$ cat src/rtl/seq_detector_param_pkg.sv
// Shared types and helpers for the programmable serial pattern detector.
package seq_detector_param_pkg;

  localparam int unsigned MAX_LEN_DEF = 8;

  typedef enum logic {
    ST_UNCFG = 1'b0,
    ST_RUN   = 1'b1
  } state_e;

  // Width needed to hold a length in the range 0..max_len inclusive.
  function automatic int unsigned len_w(input int unsigned max_len);
    return $clog2(max_len + 1);
  endfunction

endpackage

$ cat src/rtl/seq_window.sv
// Bit history shift register with a saturating fill counter.
module seq_window
  import seq_detector_param_pkg::*;
#(
  parameter int unsigned MAX_LEN = MAX_LEN_DEF,
  parameter int unsigned LW      = len_w(MAX_LEN)
) (
  input  logic               clk,
  input  logic               reset,
  input  logic               clr,
  input  logic               shift,
  input  logic               drop,
  input  logic               din,
  output logic [MAX_LEN-1:0] hist_nxt_c,
  output logic [LW-1:0]      fill_nxt_c
);

  logic [MAX_LEN-1:0] hist;
  logic [LW-1:0]      fill;

  // Shifted-in view, used by the comparator before the edge commits it.
  always_comb begin
    hist_nxt_c = {hist[MAX_LEN-2:0], din};
    fill_nxt_c = (fill == LW'(MAX_LEN)) ? fill : fill + LW'(1);
  end

  // drop restarts the fill count after a non-overlapping match.
  always_ff @(posedge clk or negedge reset) begin
    if (!reset) begin
      hist <= '0;
      fill <= '0;
    end else if (clr) begin
      hist <= '0;
      fill <= '0;
    end else if (shift) begin
      hist <= hist_nxt_c;
      fill <= drop ? '0 : fill_nxt_c;
    end
  end

endmodule

$ cat src/rtl/seq_detector_param.sv
// Programmable serial pattern detector with overlap control and saturating match count.
module seq_detector_param
  import seq_detector_param_pkg::*;
#(
  parameter int unsigned        MAX_LEN     = MAX_LEN_DEF,
  parameter logic [MAX_LEN-1:0] DEF_PATTERN = MAX_LEN'(3'b010),
  parameter int unsigned        DEF_LEN     = 3,
  parameter bit                 DEF_OVERLAP = 1'b1,
  parameter int unsigned        CNT_W       = 16
) (
  input  logic                       clk,
  input  logic                       reset,
  input  logic                       cfg_load,
  input  logic [MAX_LEN-1:0]         cfg_pattern,
  input  logic [len_w(MAX_LEN)-1:0]  cfg_len,
  input  logic                       cfg_overlap,
  input  logic                       x_valid,
  input  logic                       x,
  output logic                       y,
  output logic                       armed,
  output logic                       cfg_err,
  output logic [CNT_W-1:0]           match_cnt
);

  localparam int unsigned LW = len_w(MAX_LEN);

  state_e             state;
  logic [MAX_LEN-1:0] pattern_q;
  logic [LW-1:0]      len_q;
  logic               overlap_q;

  logic [MAX_LEN-1:0] hist_nxt_c;
  logic [LW-1:0]      fill_nxt_c;
  logic [MAX_LEN-1:0] mask_c;
  logic               cfg_ok_c;
  logic               accept_c;
  logic               match_c;
  logic               drop_c;

  seq_window #(
    .MAX_LEN (MAX_LEN),
    .LW      (LW)
  ) u_window (
    .clk        (clk),
    .reset      (reset),
    .clr        (cfg_load),
    .shift      (accept_c),
    .drop       (drop_c),
    .din        (x),
    .hist_nxt_c (hist_nxt_c),
    .fill_nxt_c (fill_nxt_c)
  );

  // Masked comparison of the low len_q bits of the shifted-in history.
  always_comb begin
    mask_c = '0;
    for (int i = 0; i < int'(MAX_LEN); i++) begin
      mask_c[i] = (i < int'(len_q));
    end
    cfg_ok_c = (cfg_len != '0) && (cfg_len <= LW'(MAX_LEN));
    accept_c = (state == ST_RUN) && x_valid && !cfg_load;
    match_c  = accept_c && (fill_nxt_c >= len_q) &&
               (((hist_nxt_c ^ pattern_q) & mask_c) == '0);
    drop_c   = match_c && !overlap_q;
  end

  assign armed = (state == ST_RUN);

  // Config registers, FSM, match pulse and counter; a load always wins over data.
  always_ff @(posedge clk or negedge reset) begin
    if (!reset) begin
      state     <= ST_RUN;
      pattern_q <= DEF_PATTERN;
      len_q     <= LW'(DEF_LEN);
      overlap_q <= DEF_OVERLAP;
      y         <= 1'b0;
      cfg_err   <= 1'b0;
      match_cnt <= '0;
    end else begin
      y       <= match_c;
      cfg_err <= cfg_load && !cfg_ok_c;
      if (cfg_load) begin
        match_cnt <= '0;
        if (cfg_ok_c) begin
          state     <= ST_RUN;
          pattern_q <= cfg_pattern;
          len_q     <= cfg_len;
          overlap_q <= cfg_overlap;
        end else begin
          state <= ST_UNCFG;
        end
      end else if (match_c && (match_cnt != '1)) begin
        match_cnt <= match_cnt + CNT_W'(1);
      end
    end
  end

endmodule

$ cat config.mk
export PLATFORM = sky130hd
export DESIGN_NAME = seq_detector_param
export DESIGN_NICKNAME = d
export VERILOG_FILES = /design/src/rtl/seq_detector_param_pkg.sv /design/src/rtl/seq_window.sv /design/src/rtl/seq_detector_param.sv
export SDC_FILE = /design/constraint.sdc
export NUM_CORES = 1
export LEC_CHECK = 0
export ABC_CLOCK_PERIOD_IN_PS = 3210
export CORE_UTILIZATION = 53
export CTS_CLUSTER_DIAMETER = 120
export DETAILED_ROUTE_END_ITERATION = 8
export PLACE_DENSITY = 0.91
export SLEW_MARGIN = 40
export SYNTH_ARGS = -nofsm -noshare
export SYNTH_HDL_FRONTEND = slang
export SYNTH_SLANG_ARGS = --single-unit
export TNS_END_PERCENT = 30
$ cat constraint.sdc
create_clock -name clk -period 3.21 [get_ports clk]
set_input_delay 0.4815 -clock clk [delete_from_list [all_inputs] [get_ports clk]]
set_output_delay 0.4815 -clock clk [all_outputs]
set_load 0.02 [all_outputs]
# After elaboration in Yosys (flattened, before gate mapping)
# Cells that the tools add are included.
# totals
word_cells	50
inputBits	18
output_inout_bits	19
register_bits	43
# op_classes
n_lt_le_gt_ge	10
mux	9
n_addsub	2
n_reduce_logical	16
eq_ne	2
n_bitwise	2
# op_table
op	count
16-bit two-way mux	2
16-bit by 1-bit adder with 16-bit output, second input constant	1
3-bit by 4-bit less-than comparator with 1-bit output, first input constant	4
4-bit two-way mux	4
16-bit inequality test, second input constant	1
7-bit two-way mux	2
8-bit AND	1
1-bit logical AND	8
8-bit zero test	1
1-bit by 4-bit less-than comparator with 1-bit output, first input constant	2
2-bit by 4-bit less-than comparator with 1-bit output, first input constant	2
8-bit bitwise XOR	1
4-bit by 1-bit adder with 4-bit output, second input constant	1
4-bit equality test, second input constant	1
4-bit greater-or-equal comparator	1
4-bit <= comparator, second input constant	1
2-bit nonzero test	2
4-bit nonzero test	1
1-bit zero test	3
2-bit AND reduction	1
1-bit two-way mux	1

# Longest topological paths before layout
# Gate-level depths: netlist of the first run.
# depth
ltp_word	9
mapped_depth	14
depth_no_buf	13

# Hierarchy
# Synthesis of the first run repeated with hierarchy kept, for this count alone.
# unflattened
cells_unflattened	232
hier_area_um2	2348.5
# modules_own_cells
mod	cells_per_inst	instances	seq_area_each_um2	area_each_um2
seq_detector_param	175	1	807.0	1780.5
seq_window	57	1	275.3	568.0

# Worst setup path before layout of the first run
# OpenSTA, ideal clock, no wires.
# synth_path
kind	register -> register
start	register u_window.fill[0]
end	register match_cnt[3]
setup_ns	0.078
path_buffers	1
required_time_ns	3.132
slack_ns	0.387
synth_period_minus_slack_ns	2.823
arrival_ns	2.745
stages_incl_launch_ff	14
cell_sequence	dfrtp_1 > inv_1 > ha_1 > nand2_1 > nor2_1 > xnor2_1 > ha_1 > nand2b_1 > a2111oi_0 > or4_4 > or3_4 > buf_6 > or3_1 > a21oi_1
# synth_via
elab_chain_cells	7
elab_cells_between_ends	8
classes_between	add/sub (1); order compare (1); eq/ne (1); mux (1); reduce/logical (4)
# synth_lines
element	line	rtl
start, declared	seq_window.sv:19	logic [LW-1:0] fill;
start signal, assigned	seq_window.sv:37	fill <= drop ? '0 : fill_nxt_c;
4-bit by 1-bit adder with 4-bit output or 4-bit equality test (tied branches)	seq_window.sv:24	fill_nxt_c = (fill == LW'(MAX_LEN)) ? fill : fill + LW'(1);
4-bit two-way mux (*)	seq_window.sv:24	
4-bit greater-or-equal comparator (*)	seq_detector_param.sv:62	match_c = accept_c && (fill_nxt_c >= len_q) &&
1-bit logical AND (*) (2 in series)	seq_detector_param.sv:62	
1-bit logical AND (*)	seq_detector_param.sv:92	end else if (match_c && (match_cnt != '1)) begin
2-bit nonzero test (no line) (*)	n/a	
end signal, assigned	seq_detector_param.sv:93	match_cnt <= match_cnt + CNT_W'(1);
end, declared	seq_detector_param.sv:22	output logic [CNT_W-1:0] match_cnt
# Every way passes the cells marked *; elsewhere a longest branch is shown, timed or not.
# A chain may end at the register's enable or synchronous reset.

# Final worst setup path of the first run
# layout_path
start	register u_window.fill[0]
end	register match_cnt[5]
# Same word-level chain as after synthesis.

==> results of run 1 <==
## kinds of logic (layout without fill, tap and decap cells)
family	after synthesis	in the layout	share of synthesized area, %
fa+ha+maj	7	7	3.97
flops	43	43	49.0
simple gates	66	67	16.5
buf+inv	18	60	3.74
xor+xnor	12	12	4.76
compound gates	47	47	14.5
mux	15	15	7.48
## power by group
part / switching [mW] / internal [mW]
sequential: 0.0356 / 0.585
clock: 0.182 / 0.152
combinational: 0.0799 / 0.0908
## what timing repair did
item / in CTS / in global routing
endpoints found under the hold margin: 0 / 0
resized for setup: 0 / 2
endpoints found under the setup margin: 0 / 6
buffers inserted: 0 / 2
## worst max-delay path, cell delays in order, from the launching register on
cell	delay [ps]
dfrtp_1	400
inv_1	100
ha_1	160
nand2_1	80
nor2_2	120
xnor2_1	100
ha_1	280
nand2b_1	90
a2111oi_0	90
or4_4	550
or3_4	390
or4_1	410
a21oi_1	170
## cells in the final DEF (no fill, tap or decap), types with 5 or more instances in the layout
cell             count
a21oi_1             11
a22o_1               7
buf_4                6
clkbuf_8             5
clkdlybuf4s50_1     35
dfrtp_1             38
dfstp_2              5
ha_1                 7
inv_1               11
mux2_2              12
nand2_1             14
nand3_1              8
nor2_1               9
nor3_1               5
o21ai_0              9
o31ai_1              5
or3_1                5
xnor2_1              8
## metal layers
| layer | up-vias | track usage [%] |
|---|---|---|
| met4 | 0 | 8.78 |
| met2 | 62 | 35.5 |
| met1 | 850 | 30.7 |
| met5 | - | 0 |
| li1 | 855 | - |
| met3 | 5 | 4.62 |
## worst min-delay path by stage
stage,start,to,slack (ps),depth (start not counted)
after floorplan,reset,cfg_err,190,0
after global placement,armed,armed,490,2
final,reset,u_window.hist[6],150,1
after CTS,reset,u_window.hist[6],180,1
after global routing,reset,pattern_q[5],200,1
after detailed placement,reset,u_window.fill[3],500,1
## area by class of cell
cell class | count | area, um^2
Clock buffer | 6 | 72.6
Clock inverter | 2 | 12.5
Fill cell | 307 | 1270
Inverter | 11 | 41.3
Multi-Input combinational cell | 148 | 1060
Sequential cell | 43 | 1080
Tap cell | 50 | 62.6
Timing Repair Buffer | 41 | 395
## stage by stage
stage	std cells	setup WS [ps]	total power [mW]	hold slack [ps]
after global routing	301	14.5	1.18	198
after detailed placement	290	138	0.796	501
after global placement	290	296	0.787	486
after CTS	298	101	1.13	180
final	301	184	1.12	150
after floorplan	208	387	0.728	186
## sequential cells by signal (all words and copies together), names as in the netlist
register and flops:
u_window.fill 4, y 1, overlap_q 1, armed 1
match_cnt 16, cfg_err 1, u_window.hist 7, pattern_q 8
len_q 4
==> impl_metrics.yaml, run 1 <==
synth:
  synth_cell_type_count: 46
  ys_warn_count: 0
  synth_edf_count: 0
  syn_avg_cell_area_um2: 10.6
  yosys_most_used_dff: "dfrtp_1"
  yosysTopAreaCell: "dfrtp_1"
  ys_seq_area_share_pct: 49.0
  synthDominantCellAreaShare_pct: 43.1
  synth.most_common_cell: "dfrtp_1"
  synthTopCellsByArea: "dfrtp_1 43%, mux2_2 6.1%, dfstp_2 5.9%, ha_1 4.0%, xnor2_1 3.2%"
  synth_commonest_cells: "38 x dfrtp_1, 14 x nand2_1, 12 x a21oi_1, 12 x mux2_2, 11 x inv_1"
  synthesis.area_um2: 2210
  syn_inst: 208
  async_flop_share_pct: 100
  ys_ff_latch: 43
  mappedNetlistNets: 233
setup_path:
  rrSetupSlack_ps: 180
  worst_ep_required_time_ps: 3430
  worst_setup_path_end_kind: "register"
  worst_setup_path_start_kind: "register"
  path_class: "register to register"
  critPathMaxFanout: 7
  worstSetupStartpoint: "u_window.fill[0]"
  crit_end: "match_cnt[5]"
  crit_arrival_ps: 3250
  r2r-end: "match_cnt[5]"
  reg2regPathDepth: 12
  timing.rr.start: "u_window.fill[0]"
floorplanning:
  die_area_um2: 4430
  std_cell_rows: 23
  core_um2: 4000
  initial_core_util_pct: 55.2
  fp.dieW_um: 66.6
  die_y_um: 66.6
  pin_count: 37
timing:
  tightest_slew_ps: 570
  finalCritPeriodShare_pct: 94.3
  skew_ps: 5.39
  slew_headroom_pct: 61.9
  rsz0062_at_grt: "false"
  slew_violations: 0
  tns_ps: 0
  fin_crit_ps: 3030
  hold_viol: 0
  max_freq_mhz: 330
  finalSetupViolations: 0
power_and_ir_drop:
  p_leak_nw: 1.11
  power_density_nw_per_um2: 413
  ir_drop_v: 0.000296
global_routing:
  grt_pass1_wl_um: 7490
  grt-ovfl-total: 0
  grt_max_degree: 44
  antenna_found_initial: 0
  grtUsageTotal_pct: 22.7
  grt_pass1_vias: 1640
routing:
  dr_wl_met3_um: 227
  viasPerCell: 5.89
  wl_met1_um: 2020
  highest_layer: "met4"
  vias: 1772
  ant_nets: 0
  drc: 0
  dr_wl_met2_um: 2280
  firstDrtPassIters: 4
  first_iter_violations: 118
  routedWlPerCell_um: 15.2
  routed_wl_um: 4570
run_status:
  status: "finished clean"
clocking:
  clock_latency_ps: 300
  clk_pin_slew_ps: 80
  ctsHoldBuffers: 0
  clk_path_buf_depth: 2
  cts-root-buf: "clkbuf_8"
  cts_tree: "done"
  htreeDepth: 2
  numCtsBuffers: 5
  cts_sinks: 43
placed_design:
  numPortBuffers: 36
  dpl_cell_area_um2: 2610
  place.gp.congestion: 0.876
  dpl.hpwl_um: 3270
final_layout:
  insertedDiodeCount: 0
  postLayoutCellArea_um2: 2730
  final_core_util_pct: 68.2
  syn2layout_area_growth_pct: 23.5
  drive_gt1_share_pct: 15.5
  layout.nets: 275
run:
  max_cap_viol_count: 0
worst_hold_path:
  hold_class: "input port to asynchronous set/reset pin"
Note: power is estimated with default switching activity, not from simulation.
==> run 2, diff against run 1 <==
--- a/config.mk
+++ b/config.mk
@@ -6,6 +6,7 @@
 export NUM_CORES = 1
 export LEC_CHECK = 0
 export ABC_CLOCK_PERIOD_IN_PS = 3210
+export CORE_ASPECT_RATIO = 2
 export CORE_UTILIZATION = 53
 export CTS_CLUSTER_DIAMETER = 120
 export DETAILED_ROUTE_END_ITERATION = 8
==> impl_metrics.yaml, run 2 (synthesized netlist as in run 1, its figures left out) <==
routing:
  ant_nets: 0
  first_iter_violations: 33
  firstDrtPassIters: 4
  viasPerCell: 6.03
  routed_wl_um: 5050
  routedWlPerCell_um: 16.8
  vias: 1810
  drc: 0
setup_path:
  worst_setup_path_end_kind: "register"
  max_stage_delay_ps: 450
  worst_ep_required_time_ps: 3430
  crit_slowest_cell: "or4_4"
  path_class: "register to register"
  critPathMaxFanout: 13
  cp_common_cell: "nand2_1"
  path_cells: "inv_1, ha_1, nand2_1, nand2_1, mux2i_2, ha_2, o21a_1, o221ai_1, or4_4, or3_4, or4_1, a21oi_2"
  worst_setup_path_start_kind: "register"
  crit_arrival_ps: 3280
power_and_ir_drop:
  power_density_nw_per_um2: 439
  ir_drop_v: 0.000383
  p_leak_nw: 1.12
timing:
  tightest_slew_ps: 597
  finalSetupViolations: 0
  finalCritPeriodShare_pct: 95.3
  slew_violations: 0
  skew_ps: 8.70
  tns_ps: 0
  rsz0062_at_grt: "false"
  fin_crit_ps: 3060
  hold_viol: 0
  max_freq_mhz: 327
  worst_slack_ps: 150
  slew_headroom_pct: 59.8
global_routing:
  grt_pass1_vias: 1756
  grtUsageMet1_pct: 28.0
  grtUsageTotal_pct: 25.8
  grt_max_degree: 44
  grt_busiest_layer: "met2"
  grt_pass1_wl_um: 8050
  grt_use_met2_pct: 45.3
  grt_util_met3_pct: 5.21
  antenna_found_initial: 0
  grt-ovfl-total: 0
floorplanning:
  die_area_um2: 4440
  core_um2: 3920
  initial_core_util_pct: 56.3
  pin_count: 37
  fp.dieW_um: 47.6
  die_y_um: 93.3
  std_cell_rows: 32
clocking:
  numCtsBuffers: 5
  htreeDepth: 2
  clk_path_buf_depth: 2
  cts_sinks: 43
  clk_pin_slew_ps: 80
  cts_tree: "done"
  ctsHoldBuffers: 0
  cts-root-buf: "clkbuf_8"
  cts_setup_buffers: 0
  clock_latency_ps: 300
placed_design:
  dpl.hpwl_um: 3680
  dp_slack_ps: 170
  numPortBuffers: 36
  place.gp.congestion: 0.921
  placed_cells: 292
  dpl_cell_area_um2: 2620
final_layout:
  multi_input_area_um2: 1060
  layout.nets: 273
  largestRegisters: "match_cnt x16, pattern_q x8, u_window.hist x7"
  final_cell_mix: "38 x dfrtp_1, 35 x clkdlybuf4s50_1, 14 x nand2_1, 12 x mux2_2, 11 x inv_1"
  instances_no_fill: 300
  insertedDiodeCount: 0
  drive_gt1_share_pct: 14.9
  final_common_cell: "dfrtp_1"
  largest_register_ffs: 16
  nFillCells: 324
  seq_area_um2: 1080
  syn2layout_area_growth_pct: 24.0
  postLayoutCellArea_um2: 2740
  regMostFlops: "match_cnt"
run_status:
  status: "finished clean"
worst_hold_path:
  hold_class: "input port to asynchronous set/reset pin"
run:
  max_cap_viol_count: 0
run 2: repair_timing:
action	in CTS	in global routing
hold endpoints to repair	0	0
resized for setup	0	3
endpoints found under the setup margin	0	1
run 2: where the power goes:
group | leakage [nW] | switching (mW) | internal, mW | total [mW]
Combinational | 0.501 | 0.0780 | 0.0894 | 0.167
Clock | 0.0524 | 0.179 | 0.233 | 0.412
Sequential | 0.563 | 0.0383 | 0.585 | 0.623
Total | 1.12 | 0.296 | 0.907 | 1.20
run 2: through the flow:
| step | total power, mW | util, % | hold WS [ps] |
|---|---|---|---|
| final | 1.20 | 69.8 | 157 |
| after global routing | 1.25 | 69.8 | 204 |
| after CTS | 1.21 | 69.5 | 176 |
| after detailed placement | 0.800 | 66.7 | 499 |
| after global placement | 0.792 | 66.7 | 497 |
| after floorplan | 0.728 | - | 186 |
run 2: cell type report:
type / instances / share of cell area, %
clock inverter: 1 / 1.10
sequential: 43 / 39.5
timing repair buffer: 40 / 14.2
inverter: 11 / 1.51
tap: 51 / 2.33
multi-input combinational: 147 / 38.6
clock buffer: 7 / 2.79
run 2: metal layers:
layer | vias to the layer above | share of wire, %
li1 | 842 | -
met1 | 913 | 37
met2 | 46 | 57
met3 | 9 | 3.8
met4 | 0 | 2.2
met5 | - | 0
run 2: path summary, 6_finish.rpt:
path                             startpoint      endpoint  slack [ps]  cells after the start
max                        u_window.fill[0]  match_cnt[5]         150                     12
min                                   reset  pattern_q[0]         160                      1
max reg2reg                u_window.fill[0]  match_cnt[5]         150                     12
min reg2reg                           armed         armed         520                      2
max in group asynchronous             reset  pattern_q[1]        2680                      1
min in group clk                      armed         armed         520                      2
run 2: worst max-delay path: cells and delay by family, from the launching register on:
kind / cells / cell delay [ps]
DFF: 1 / 400
buffers and inverters: 1 / 90
adders and majority gates: 2 / 420
AOI/OAI and AO/OA: 3 / 410
muxes: 1 / 200
and+or+nand+nor: 5 / 1450
